==> src/rtl/fb_plot_writer_pkg.sv <==
// Shared screen geometry, FSM encoding and framebuffer write record.
// No logic; types and constants only.
// Not applicable: no flow control lives here.
package fb_pkg;

    localparam int SCREEN_W  = 160;
    localparam int SCREEN_H  = 120;
    localparam int FB_ADDR_W = 15;
    localparam int FB_PIXELS = SCREEN_W * SCREEN_H;

    typedef enum logic [1:0] {
        IDLE,
        DRAIN,
        CLEAR,
        DONE
    } fb_state_t;

    typedef struct packed {
        logic [FB_ADDR_W-1:0] addr;
        logic [2:0]           colour;
    } fb_wr_t;

endpackage

==> src/rtl/fb_plot_writer_fifo.sv <==
// Synchronous FIFO with head data visible whenever not empty.
// Latency: a push is readable on the cycle after it is written.
// Backpressure: push while full is ignored unless a pop happens in the same cycle.
module sync_fifo #(
    parameter int W     = 18,
    parameter int DEPTH = 16
) (
    input  logic         clk,
    input  logic         rst_n,
    input  logic         push,
    input  logic [W-1:0] din,
    input  logic         pop,
    output logic [W-1:0] dout,
    output logic         full,
    output logic         empty
);

    localparam int AW = $clog2(DEPTH);

    logic [W-1:0]  mem [DEPTH];
    logic [AW-1:0] wptr;
    logic [AW-1:0] rptr;
    logic [AW:0]   count;
    logic          do_push;
    logic          do_pop;

    // A full FIFO can still take a push when the head leaves in the same cycle.
    assign do_push = push && (!full || pop);
    assign do_pop  = pop && !empty;

    assign full  = (count == (AW+1)'(DEPTH));
    assign empty = (count == '0);
    assign dout  = mem[rptr];

    always_ff @(posedge clk) begin
        if (!rst_n) begin
            wptr  <= '0;
            rptr  <= '0;
            count <= '0;
        end else begin
            if (do_push) wptr <= wptr + 1'b1;
            if (do_pop)  rptr <= rptr + 1'b1;
            case ({do_push, do_pop})
                2'b10:   count <= count + 1'b1;
                2'b01:   count <= count - 1'b1;
                default: count <= count;
            endcase
        end
    end

    always_ff @(posedge clk) begin
        if (do_push) mem[wptr] <= din;
    end

endmodule

==> src/rtl/fb_plot_writer.sv <==
// Clips drawer pixels, queues them, writes them to the framebuffer; full-screen clear on request.
// Latency: pixel strobed in cycle N shows fb_we=1 in cycle N+2 (empty FIFO, idle output).
// Backpressure: none to the drawer (full FIFO drops and flags overflow); fb_ready stalls the output.
module fb_plot_writer #(
    parameter int DEPTH    = 16,
    parameter int SCREEN_W = fb_pkg::SCREEN_W,
    parameter int SCREEN_H = fb_pkg::SCREEN_H,
    parameter int ADDR_W   = fb_pkg::FB_ADDR_W
) (
    input  logic              clk,
    input  logic              rst_n,
    input  logic [7:0]        vga_x,
    input  logic [6:0]        vga_y,
    input  logic [2:0]        vga_colour,
    input  logic              vga_plot,
    input  logic              clear_start,
    input  logic [2:0]        clear_colour,
    output logic [ADDR_W-1:0] fb_addr,
    output logic [2:0]        fb_data,
    output logic              fb_we,
    input  logic              fb_ready,
    output logic              clear_done,
    output logic              busy,
    output logic              overflow,
    output logic [7:0]        clip_count
);

    import fb_pkg::*;

    localparam logic [7:0]        X_LIM     = 8'(SCREEN_W);
    localparam logic [6:0]        Y_LIM     = 7'(SCREEN_H);
    localparam logic [ADDR_W-1:0] LAST_ADDR = ADDR_W'(SCREEN_W * SCREEN_H - 1);

    fb_state_t              state;
    fb_state_t              state_nxt;
    fb_wr_t                 pix_wr;
    fb_wr_t                 fifo_dout;
    logic [FB_ADDR_W-1:0]   y_ext;
    logic [2:0]             clr_colour;
    logic                   pix_on;
    logic                   pix_push;
    logic                   pix_clip;
    logic                   fifo_full;
    logic                   fifo_empty;
    logic                   out_free;
    logic                   pop;
    logic                   clear_acc;
    logic                   clear_go;
    logic                   clear_last;

    assign pix_on   = (vga_x < X_LIM) && (vga_y < Y_LIM);
    assign pix_push = vga_plot && pix_on;
    assign pix_clip = vga_plot && !pix_on;

    // y*160 as two shifts; the row stride is tied to the 160-column screen.
    assign y_ext         = FB_ADDR_W'(vga_y);
    assign pix_wr.addr   = (y_ext << 7) + (y_ext << 5) + FB_ADDR_W'(vga_x);
    assign pix_wr.colour = vga_colour;

    assign out_free   = !fb_we || fb_ready;
    assign clear_last = fb_we && fb_ready && (fb_addr == LAST_ADDR);

    sync_fifo #(
        .W     ($bits(fb_wr_t)),
        .DEPTH (DEPTH)
    ) u_fifo (
        .clk   (clk),
        .rst_n (rst_n),
        .push  (pix_push),
        .din   (pix_wr),
        .pop   (pop),
        .dout  (fifo_dout),
        .full  (fifo_full),
        .empty (fifo_empty)
    );

    always_ff @(posedge clk) begin
        if (!rst_n) state <= IDLE;
        else        state <= state_nxt;
    end

    always_comb begin
        state_nxt = state;
        case (state)
            IDLE:    if (clear_start) state_nxt = DRAIN;
            DRAIN:   if (fifo_empty && !fb_we) state_nxt = CLEAR;
            CLEAR:   if (clear_last) state_nxt = DONE;
            DONE:    state_nxt = IDLE;
            default: state_nxt = IDLE;
        endcase
    end

    // Pixels arriving during CLEAR/DONE stay queued until the fill is finished.
    always_comb begin
        pop        = 1'b0;
        clear_acc  = 1'b0;
        clear_go   = 1'b0;
        clear_done = 1'b0;
        case (state)
            IDLE: begin
                clear_acc = clear_start;
                pop       = !fifo_empty && out_free;
            end
            DRAIN: begin
                pop      = !fifo_empty && out_free;
                clear_go = fifo_empty && !fb_we;
            end
            DONE:    clear_done = 1'b1;
            default: ;
        endcase
        busy = (state != IDLE) || !fifo_empty || fb_we;
    end

    always_ff @(posedge clk) begin
        if (!rst_n) begin
            fb_we      <= 1'b0;
            fb_addr    <= '0;
            fb_data    <= '0;
            clr_colour <= '0;
            overflow   <= 1'b0;
            clip_count <= '0;
        end else begin
            if (clear_acc) clr_colour <= clear_colour;

            // A drop in the same cycle as an accepted clear still leaves overflow set.
            if (pix_push && fifo_full && !pop) overflow <= 1'b1;
            else if (clear_acc)                overflow <= 1'b0;

            if (pix_clip && (clip_count != 8'hFF)) clip_count <= clip_count + 8'd1;

            if (clear_go) begin
                fb_we   <= 1'b1;
                fb_addr <= '0;
                fb_data <= clr_colour;
            end else if (state == CLEAR) begin
                if (fb_we && fb_ready) begin
                    if (fb_addr == LAST_ADDR) fb_we   <= 1'b0;
                    else                      fb_addr <= fb_addr + 1'b1;
                end
            end else if (pop) begin
                fb_we   <= 1'b1;
                fb_addr <= ADDR_W'(fifo_dout.addr);
                fb_data <= fifo_dout.colour;
            end else if (fb_ready) begin
                fb_we <= 1'b0;
            end
        end
    end

endmodule

==> config.mk <==
export PLATFORM = sky130hd
export DESIGN_NAME = fb_plot_writer
export DESIGN_NICKNAME = d
export VERILOG_FILES = /design/src/rtl/fb_plot_writer_pkg.sv /design/src/rtl/fb_plot_writer_fifo.sv /design/src/rtl/fb_plot_writer.sv
export SDC_FILE = /design/constraint.sdc
export NUM_CORES = 1
export LEC_CHECK = 0
export ABC_CLOCK_PERIOD_IN_PS = 7900
export CORE_ASPECT_RATIO = 1.1
export CORE_MARGIN = 3
export CORE_UTILIZATION = 65
export DETAILED_ROUTE_END_ITERATION = 10
export GPL_TIMING_DRIVEN = 0
export PLACE_DENSITY = 0.84
export RECOVER_POWER = 25
export REMOVE_ABC_BUFFERS = 1
export SLEW_MARGIN = 20
export SYNTH_ARGS = -nofsm -noshare
export SYNTH_HDL_FRONTEND = slang
export SYNTH_HIERARCHICAL = 1
export SYNTH_SLANG_ARGS = --single-unit
export TNS_END_PERCENT = 100
==> constraint.sdc <==
create_clock -name clk -period 7.9 [get_ports clk]
set_input_delay 1.58 -clock clk [delete_from_list [all_inputs] [get_ports clk]]
set_output_delay 1.58 -clock clk [all_outputs]
set_load 0.01 [all_outputs]
==> flow_summary.yaml <==
run_status:
  outcome: "completed"
global_routing:
  antenna_found_initial: 1
  grt_use_total_pct: 28.5
  grt_max_degree: 39
  grt_pass1_wl_microns: 51200
  grt.overflow.total: 0
  grt_pass1_vias: 8429
routing:
  viasPerCell: 6.86
  firstDrtPassIters: 5
  drc: 0
  wirelength_microns: 33400
  num_vias: 8449
  wl_per_cell_microns: 27.1
  ant_nets: 0
  drt_iter0_markers: 895
logic_synthesis:
  synth_edf_count: 288
  dominantRegCellSynth: "edfxtp_1"
  syn_area_sq_mm: 0.0143
  ys_warn_count: 6
  synth_seq_cells: 338
  synth_seq_area_share_pct: 67.7
  syn_area_per_cell_sq_um: 16.5
  synthArstFlopShare_pct: 0
  synth_cell_types: 70
  syn_inst: 865
timing:
  slew_viol_final: 0
  fin_crit_ns: 4.46
  period_share_pct: 56.5
  fin_skew_ns: 0.00928
  setup_tns_ns: 0
  hold_slack_ns: 0.489
  max_freq_ghz: 0.224
  slew-limit-headroom_pct: 21.6
  worst_pin_slew_ns: 1.18
  setup_violations: 0
  rsz0062_at_grt: "false"
  finalHoldViolations: 0
floorplanning:
  coreArea_sq_mm: 0.0214
  placement_rows: 56
  dieHeight_microns: 161
  die_area_sq_mm: 0.0237
  start_util_pct: 66.5
  pin_count: 56
  die_w_microns: 147
cts:
  cts_resized: 0
  numCtsBuffers: 30
  cts_hold_buf: 0
  clkSlewWorstSetupHoldPaths_ns: 0.06
  h-tree-depth: 1
  cts_root_buffer: "clkbuf_16"
  clkSinkCount: 338
  post_cts_buffers: 0
  cts_tree: "built"
  clk_latency_ns: 0.54
  cts_buffer_depth: 3
final_layout:
  nFillCells: 1190
  layout_commonest_cell: "edfxtp_1"
  stdcell_count: 1232
  synthToLayoutAreaGrowth_pct: 13.0
  drive_above_1_share_pct: 17.0
  final_cell_mix: "288 x edfxtp_1, 72 x mux4_2, 48 x dfxtp_1"
  nNetsFinal: 976
  n_antenna_cell: 0
setup_path:
  end_kind: "register"
  cp_max_fo: 9
  crit_type: "in2reg"
  startpoint: "vga_x[6]"
  worst_ep_arrival_time_ns: 4.94
  required_ns: 8.38
  regToRegStartpoint: "u_fifo/count[0]"
  start_kind: "primary input"
placement:
  dp.cells: 1177
  hpwl_microns: 18500
  port_buffers: 55
  gpl.final_weighted_congestion: 0.852
hold_path:
  hold_start: "clr_colour[1]"
  hold_class: "reg2reg"
pwr:
  powerDensity_mw_per_mm2: 287
  ir_worst_vdd_uv: 179
  p_leak_nw: 5.29
job:
  cap_violations: 0
## routing by layer
layer  routed length (microns)  vias to the layer above  track usage, %
met2                     17300                      535            49.4
met1                     12200                     4252            37.9
li1                          -                     3578               -
met3                      2990                       82            4.57
met5                        11                        -               0
met4                       927                        2            8.90
## power breakdown
part	internal, mW	switching (mW)
Combinational	0.500	0.584
Sequential	2.05	0.100
Clock	0.761	0.617
Total	3.32	1.30
## cell usage after synthesis (all sizes together), types with 10 or more instances
| cell | instances | share of area [%] |
|---|---|---|
| edfxtp | 288 | 61 |
| mux4 | 72 | 11 |
| dfxtp | 50 | 7.0 |
| nand2 | 48 | 1.3 |
| a22oi | 36 | 1.9 |
| nand3 | 33 | 1.2 |
| ha | 29 | 2.5 |
| a21oi | 27 | 0.95 |
| and2 | 26 | 1.1 |
| nor2 | 26 | 0.68 |
| clkbuf | 24 | 0.63 |
| inv | 22 | 0.58 |
| buf | 18 | 0.72 |
| o21ai | 15 | 0.55 |
| o31ai | 14 | 0.83 |
| xnor2 | 12 | 0.74 |
| nor2b | 10 | 0.44 |
## final timing paths
path,end,slack (ns),depth (start not counted)
setup / recovery,u_fifo/count[4],3.44,10
hold / removal,clr_colour[1],0.49,2
setup reg to reg,u_fifo/count[4],3.82,12
hold reg to reg,clr_colour[1],0.49,2
## registers in the layout (all words and copies together), names as in the netlist, named ones only
name,count
clr_colour,3
u_fifo/mem,288
u_fifo/wptr,4
clip_count,8
state,2
fb_data,3
u_fifo/count,5
overflow,1
fb_we,1
u_fifo/rptr,4
fb_addr,15
## kinds of logic (layout without fill, tap and decap cells)
| kind of cell | count (synthesis) | after routing | share of synthesized area, % |
|---|---|---|---|
| AO/OA/AOI/OAI | 145 | 145 | 7.34 |
| XOR/XNOR | 18 | 18 | 1.11 |
| adder cells (fa/ha/maj) | 31 | 31 | 2.83 |
| buffers and inverters | 64 | 141 | 1.93 |
| flip-flops | 338 | 338 | 67.7 |
| multiplexers | 77 | 77 | 11.7 |
| AND/OR/NAND/NOR | 192 | 192 | 7.36 |
## layout make-up
class	instances	area [sq um]	area share (%)
sequential	338	9660	60.0
multi-input combinational	463	4400	27.3
clock buffer	45	870	5.40
timing repair buffer	64	676	4.20
tap	290	363	2.25
inverter	22	82.6	0.513
clock inverter	10	55.1	0.342
## worst max-delay path: stages
cell           delay (ns)
dlygate4sd3_1        0.56
o21ai_0              0.31
and3_1               0.48
o31ai_4              0.22
ha_1                 0.37
ha_1                 0.38
o21ai_0              0.08
or3_1                0.36
a2111oi_0            0.43
nand4b_1             0.17
## per-stage QoR
stage | setup slack [ns] | total power [mW] | instance area [sq um] | utilization, %
CTS | 3.43 | 4.63 | 16100 | 74.9
global route | 3.16 | 4.81 | 16100 | 75.1
global placement | 0.668 | 3.24 | 15000 | 69.8
finish | 3.44 | 4.62 | 16100 | 75.1
detailed placement | 2.93 | 3.25 | 15100 | 70.6
floorplan | 3.38 | 2.95 | 14100 | -
No activity file was read; power rests on OpenSTA's default activity.
==> RTL change 1, RTL diff (same settings) <==
`DEPTH` is set to 16 in 2 places; all go to 8.
--- a/src/rtl/fb_plot_writer_fifo.sv
+++ b/src/rtl/fb_plot_writer_fifo.sv
@@ -3,7 +3,7 @@
 // Backpressure: push while full is ignored unless a pop happens in the same cycle.
 module sync_fifo #(
     parameter int W     = 18,
-    parameter int DEPTH = 16
+    parameter int DEPTH = 8
 ) (
     input  logic         clk,
     input  logic         rst_n,
--- a/src/rtl/fb_plot_writer.sv
+++ b/src/rtl/fb_plot_writer.sv
@@ -2,7 +2,7 @@
 // Latency: pixel strobed in cycle N shows fb_we=1 in cycle N+2 (empty FIFO, idle output).
 // Backpressure: none to the drawer (full FIFO drops and flags overflow); fb_ready stalls the output.
 module fb_plot_writer #(
-    parameter int DEPTH    = 16,
+    parameter int DEPTH    = 8,
     parameter int SCREEN_W = fb_pkg::SCREEN_W,
     parameter int SCREEN_H = fb_pkg::SCREEN_H,
     parameter int ADDR_W   = fb_pkg::FB_ADDR_W
Formal check against the unedited RTL: no difference found for any inputs over 4 cycles, from zero or initial values and one cycle with rst_n low; that may be too few to reach the edited logic, so the function may still have changed.
==> RTL change 1 against the unedited design <==
- power fell by 34%
- routed wire length fell by 43%
- design area shrank 38%
- setup slack gained 0.27 ns
- largest cell class unchanged
- via count is 36% lower
- area after synthesis decreased by 40%
- sequential cell count fell by 148
- highest routed layer is now met4
- clock skew is 0.0038 ns lower
- sequential share of layout area down 7.4 points
- largest power group unchanged
==> RTL change 1: results (changes against the unedited design) <==
stage	metric	value	unit	change
worst_setup_path	slowest cell on the critical path	nor4_1		
place	HPWL Detailed	12220	µm	-34%
worst_setup_path	Worst path max stage delay	0.83	ns	+0.27 ns
yosys	Avg Inst Size Synth	14.68	µm²	-11%
place	RePlAce Congestion	0.8447		-0.88%
place	dpl cell area	9380	µm²	-38%
worst_setup_path	timing startpoint of the critical path	u_fifo/count[1]		
global_route	largest net degree at the start of global routing	36		-7.7%
global_route	vias in the first global route	5350		-37%
clock_network	TritonCTS Buffers	17		-43%
global_route	first-pass GRT wire length	29680	µm	-42%
timing	measured slew at the worst slew-check pin	0.9926	ns	-0.1837 ns
outcome	status	completed		
timing	worst clock skew	0.005505	ns	-0.003773 ns
worst_setup_path	Critical Path End	busy		
clock_network	# hold bufs at CTS	0		unchanged
global_route	total global-route track usage	27.66	%	-0.89 points
worst_setup_path	CP arrival	2.61	ns	-2.33 ns
clock_network	clock latency on the worst-skew pair	0.43	ns	-0.11 ns
worst_setup_path	r2r endpoint	u_fifo/count[2]		
detailed_routing	Routed WL	18910	µm	-43%
worst_setup_path	Top delay family on crit path	simple AND/OR/NAND/NOR gates		
detailed_routing	DRT Pass-1 Iters	6		+1
timing	final worst path period share	53.10	%	-3.4 points
global_route	initial antenna violation count	0		-1
detailed_routing	vias per cell	6.596		-3.8%
final_layout	share of cells above drive strength 1	18.09	%	+1.1 points
clock_network	clock buffer depth	2		-1
yosys	list of most frequent post-synthesis cells	144 x edfxtp_1, 46 x dfxtp_1, 36 x mux4_2		
place	pre-CTS setup slack	3.330	ns	+0.4047 ns
power_and_ir_drop	Lkg Pwr	0.003395	µW	-36%
detailed_routing	Iteration-0 DRC Markers	830		-7.3%
clock_network	clk root buf	clkbuf_16		
clock_network	H-Tree Level Count	4		+3
place	DP Cell Count	783		-33%
worst_setup_path	reg-to-reg slack, setup	4.47	ns	+0.65 ns
yosys	Netlist cell types	66		-5.7%
clock_network	post-CTS setup buffers	0		unchanged
yosys	sequential-to-total area share from yosys stat	61.38	%	-6.3 points
yosys	number of synthesized flops with an enable pin	144		-50%
worst_setup_path	CP max FO	8		-1
detailed_routing	DR WL/cell	23.20	µm	-15%
final_layout	biggest regs	u_fifo/mem (144), fb_addr (15), clip_count (8)		
final_layout	# nets final	698		-28%
worst_setup_path	FF-to-FF path depth	11		-1
power_and_ir_drop	Worst VDD drop	0.0001616	V	-9.8%
yosys	top post-synthesis cells by area	edfxtp_1 51%, dfxtp_1 11%, mux4_2 9.5%		
## RTL change 1: cell types whose count changed after synthesis, sizes merged, moves of 5 or more
cell    before  now
mux2         0   18
nand3       33   28
mux4        72   36
nor2        26   17
clkbuf      24   15
edfxtp     288  144
nand2       48   31
and2        26   16
buf         18   11
a22oi       36    0
inv         22   16
## RTL change 1: worst min path at each step
stage | from | to | slack (ns) | depth (start not counted)
floorplan | clr_colour[0] | clr_colour[0] | 0.44 | 2
global placement | clr_colour[1] | clr_colour[1] | 0.46 | 2
detailed placement | clr_colour[2] | clr_colour[2] | 0.47 | 2
CTS | clr_colour[2] | clr_colour[2] | 0.48 | 2
global route | clr_colour[2] | clr_colour[2] | 0.51 | 2
finish | clr_colour[2] | clr_colour[2] | 0.47 | 2
## RTL change 1: power by group
group          internal, µW  switching, µW
combinational           423            485
sequential             1180            102
clock                   505            367
total                  2110            954
## RTL change 1: cell type report
| class | instances | area [µm²] |
|---|---|---|
| Tap cell | 157 | 196.4 |
| Clock inverter | 11 | 128.9 |
| Fill cell | 706 | 2765 |
| Inverter | 16 | 60.06 |
| Timing Repair Buffer | 70 | 718.2 |
| Clock buffer | 21 | 481.7 |
| Multi-Input combinational cell | 350 | 3151 |
| Sequential cell | 190 | 5250 |
## RTL change 1: layer usage
layer	global-route usage [%]	routed length, µm
met1	36.01	7237
met2	45.54	9848
met3	5.718	1415
met4	11.40	410
met5	0	0
## RTL change 1: kinds of logic after synthesis
logic type	share of synthesized area (%)
AO/OA/AOI/OAI	8.463
flip-flops	61.38
buffers and inverters	2.211
multiplexers	12.56
AND/OR/NAND/NOR	9.312
XOR/XNOR	1.947
adder cells (fa/ha/maj)	4.129
## RTL change 1: tightest hold or removal path, stage by stage (launching register included)
cell and delay, ns:
dfxtp_1 0.31, nand2_1 0.05, a21boi_0 0.06
==> RTL change 2, RTL diff (config.mk and constraints unchanged) <==
Without the edit above. Encoding of `fb_state_t`: now one-hot (4 bits for 4 states).
--- a/src/rtl/fb_plot_writer_pkg.sv
+++ b/src/rtl/fb_plot_writer_pkg.sv
@@ -8,11 +8,11 @@
     localparam int FB_ADDR_W = 15;
     localparam int FB_PIXELS = SCREEN_W * SCREEN_H;
 
-    typedef enum logic [1:0] {
-        IDLE,
-        DRAIN,
-        CLEAR,
-        DONE
+    typedef enum logic [3:0] {
+        IDLE  = 4'b0001,
+        DRAIN = 4'b0010,
+        CLEAR = 4'b0100,
+        DONE  = 4'b1000
     } fb_state_t;
 
     typedef struct packed {
Check against the original RTL: no difference found for any inputs over 4 cycles, from zero or initial values and one cycle with rst_n low; so few cycles prove little.
==> RTL change 2 against the unedited design <==
- the flow now finishes with violations (capacitance limit, slew limit)
- global-route usage fell by 0.72 points
- setup slack got worse by 0.044 ns
- sequential cell count rose by 2
- power rose by 6.3%
- design area rose by 0.64%
- sequential power rose by 3%
- routed wire length fell by 2.5%
- area after synthesis fell by 0.68%
- clock power rose by 17%
- synthesized cell count fell by 1.3%
- critical path type unchanged
- critical endpoint unchanged
==> RTL change 2: results (changes against the unedited design) <==
stage	metric	value	unit	change
outcome	status	complete, but fails checks		
outcome	failing checks	capacitance limit, slew limit		
yosys	list of most frequent post-synthesis cells	288 x edfxtp_1, 72 x mux4_2, 52 x dfxtp_1		
yosys	post-synthesis xor/xnor area fraction	0.8663	%	-0.24 points
detailed_routing	vias per cell	6.740		-1.7%
min_path	Worst Hold Depth	2		unchanged
global_route	first-pass GRT wire length	49280	µm	-3.7%
worst_setup_path	Worst path max stage delay	0.46	ns	-0.10 ns
yosys	sequential-to-total area share from yosys stat	68.46	%	+0.75 points
detailed_routing	routed wl met3	2957	µm	-1.2%
worst_setup_path	r2r endpoint	u_fifo/count[4]		
detailed_routing	Iteration-0 DRC Markers	780		-13%
final_layout	biggest regs	u_fifo/mem (288), fb_addr (15), clip_count (8)		
timing	measured slew at the worst slew-check pin	1.670	ns	+0.4938 ns
yosys	Async SR Flop Fraction	0	%	unchanged
place	pre-CTS setup slack	2.773	ns	-0.1526 ns
yosys	top post-synthesis cells by area	edfxtp_1 61%, mux4_2 11%, dfxtp_1 7.4%		
timing	Final Max Slew Viols	14		+14
clock_network	post-CTS setup buffers	0		unchanged
yosys	Netlist cell types	65		-7.1%
worst_setup_path	slowest cell on the critical path	o31ai_4		
place	RePlAce Congestion	0.8387		-1.6%
detailed_routing	routed wl met2	16850	µm	-2.9%
clock_network	clk root buf	clkbuf_16		
global_route	initial antenna violation count	2		+1
worst_setup_path	CP arrival	4.96	ns	+0.02 ns
min_path	Worst Hold End	clip_count[5]		
min_path	Worst Min Path Start	clip_count[5]		
detailed_routing	M1 wire length	11590	µm	-4.7%
global_route	largest net degree at the start of global routing	47		+21%
clock_network	clock latency on the worst-skew pair	0.52	ns	-0.02 ns
final_layout	# nets final	966		-1.0%
timing	worst clock skew	0.02730	ns	+0.01802 ns
clock_network	Post-CTS Resized	0		unchanged
final_layout	share of cells above drive strength 1	18.09	%	+1.1 points
yosys	compound-gate portion of the synthesized area	6.780	%	-0.56 points
power_and_ir_drop	Worst VDD drop	0.0001506	V	-16%
global_route	met2 GRT Util	46.66	%	-2.8 points
global_route	total global-route track usage	27.82	%	-0.72 points
global_route	met3 usage	6.151	%	+1.6 points
yosys	Post-Synth Adder-Cell Area	2.405	%	-0.42 points
detailed_routing	Routed WL	32590	µm	-2.5%
clock_network	TritonCTS Buffers	34		+13%
flow_run	max-cap viol count	1		+1
power_and_ir_drop	Lkg Pwr	0.005309	µW	+0.44%
place	HPWL Detailed	18570	µm	+0.35%
power_and_ir_drop	P_sw	1340	µW	+3.0%
global_route	vias in the first global route	8310		-1.4%
worst_setup_path	reg2reg start	u_fifo/count[1]		
clock_network	H-Tree Level Count	2		+1
worst_setup_path	Top delay family on crit path	simple AND/OR/NAND/NOR gates		
yosys	multiplexer share of the synthesized area	12.23	%	+0.51 points
worst_setup_path	reg-to-reg slack, setup	3.89	ns	+0.07 ns
global_route	grt met1 use	35.82	%	-2.1 points
yosys	Top FF cell, synth	edfxtp_1		
-- RTL change 2: power by group through the flow --
stage / clock network (µW) / logic (µW) / registers, µW
finish: 1620 / 1070 / 2210
global route: 1710 / 1160 / 2230
CTS: 1640 / 1070 / 2210
detailed placement: 0 / 1060 / 2240
global placement: 0 / 948 / 2330
floorplan: 0 / 673 / 2300
-- RTL change 2: worst max path at each step --
stage / start / end / slack (ns) / cells past startpoint
floorplan: fb_ready / u_fifo/mem[7][0] / 3.23 / 5
global placement: fb_ready / u_fifo/mem[7][11] / 0.53 / 6
detailed placement: fb_ready / u_fifo/mem[0][11] / 2.77 / 7
CTS: fb_ready / u_fifo/mem[0][17] / 3.11 / 7
global route: fb_ready / u_fifo/count[4] / 3.09 / 12
finish: fb_ready / u_fifo/count[4] / 3.39 / 12
-- RTL change 2: per-stage QoR --
| step | util (%) | power, µW | hold slack, ns | std cells | cell area (µm²) |
|---|---|---|---|---|---|
| 2_1_floorplan | - | 2970 | 0.4641 | 811 | 13940 |
| 3_3_place_gp | 69.51 | 3276 | 0.4796 | 1156 | 14850 |
| 3_5_place_dp | 70.43 | 3298 | 0.4900 | 1168 | 15050 |
| 4_1_cts | 75.70 | 4922 | 0.4995 | 1230 | 16180 |
| 5_1_grt | 75.80 | 5092 | 0.5122 | 1230 | 16200 |
| 6_report | 75.81 | 4907 | 0.4945 | 1231 | 16200 |
-- RTL change 2: cells by family after synthesis --
logic type      count (synthesis)
compound gates                139
xor+xnor                       14
fa+ha+maj                      26
buf+inv                        63
flops                         340
mux                            83
simple gates                  189
-- RTL change 2: layout make-up --
cell class	instances	area, µm²
sequential	340	9697
fill	1137	5169
multi-input combinational	451	4227
clock buffer	40	873.3
timing repair buffer	67	713.2
tap	290	362.8
clock inverter	22	251.5
inverter	20	75.07
antenna	1	2.502
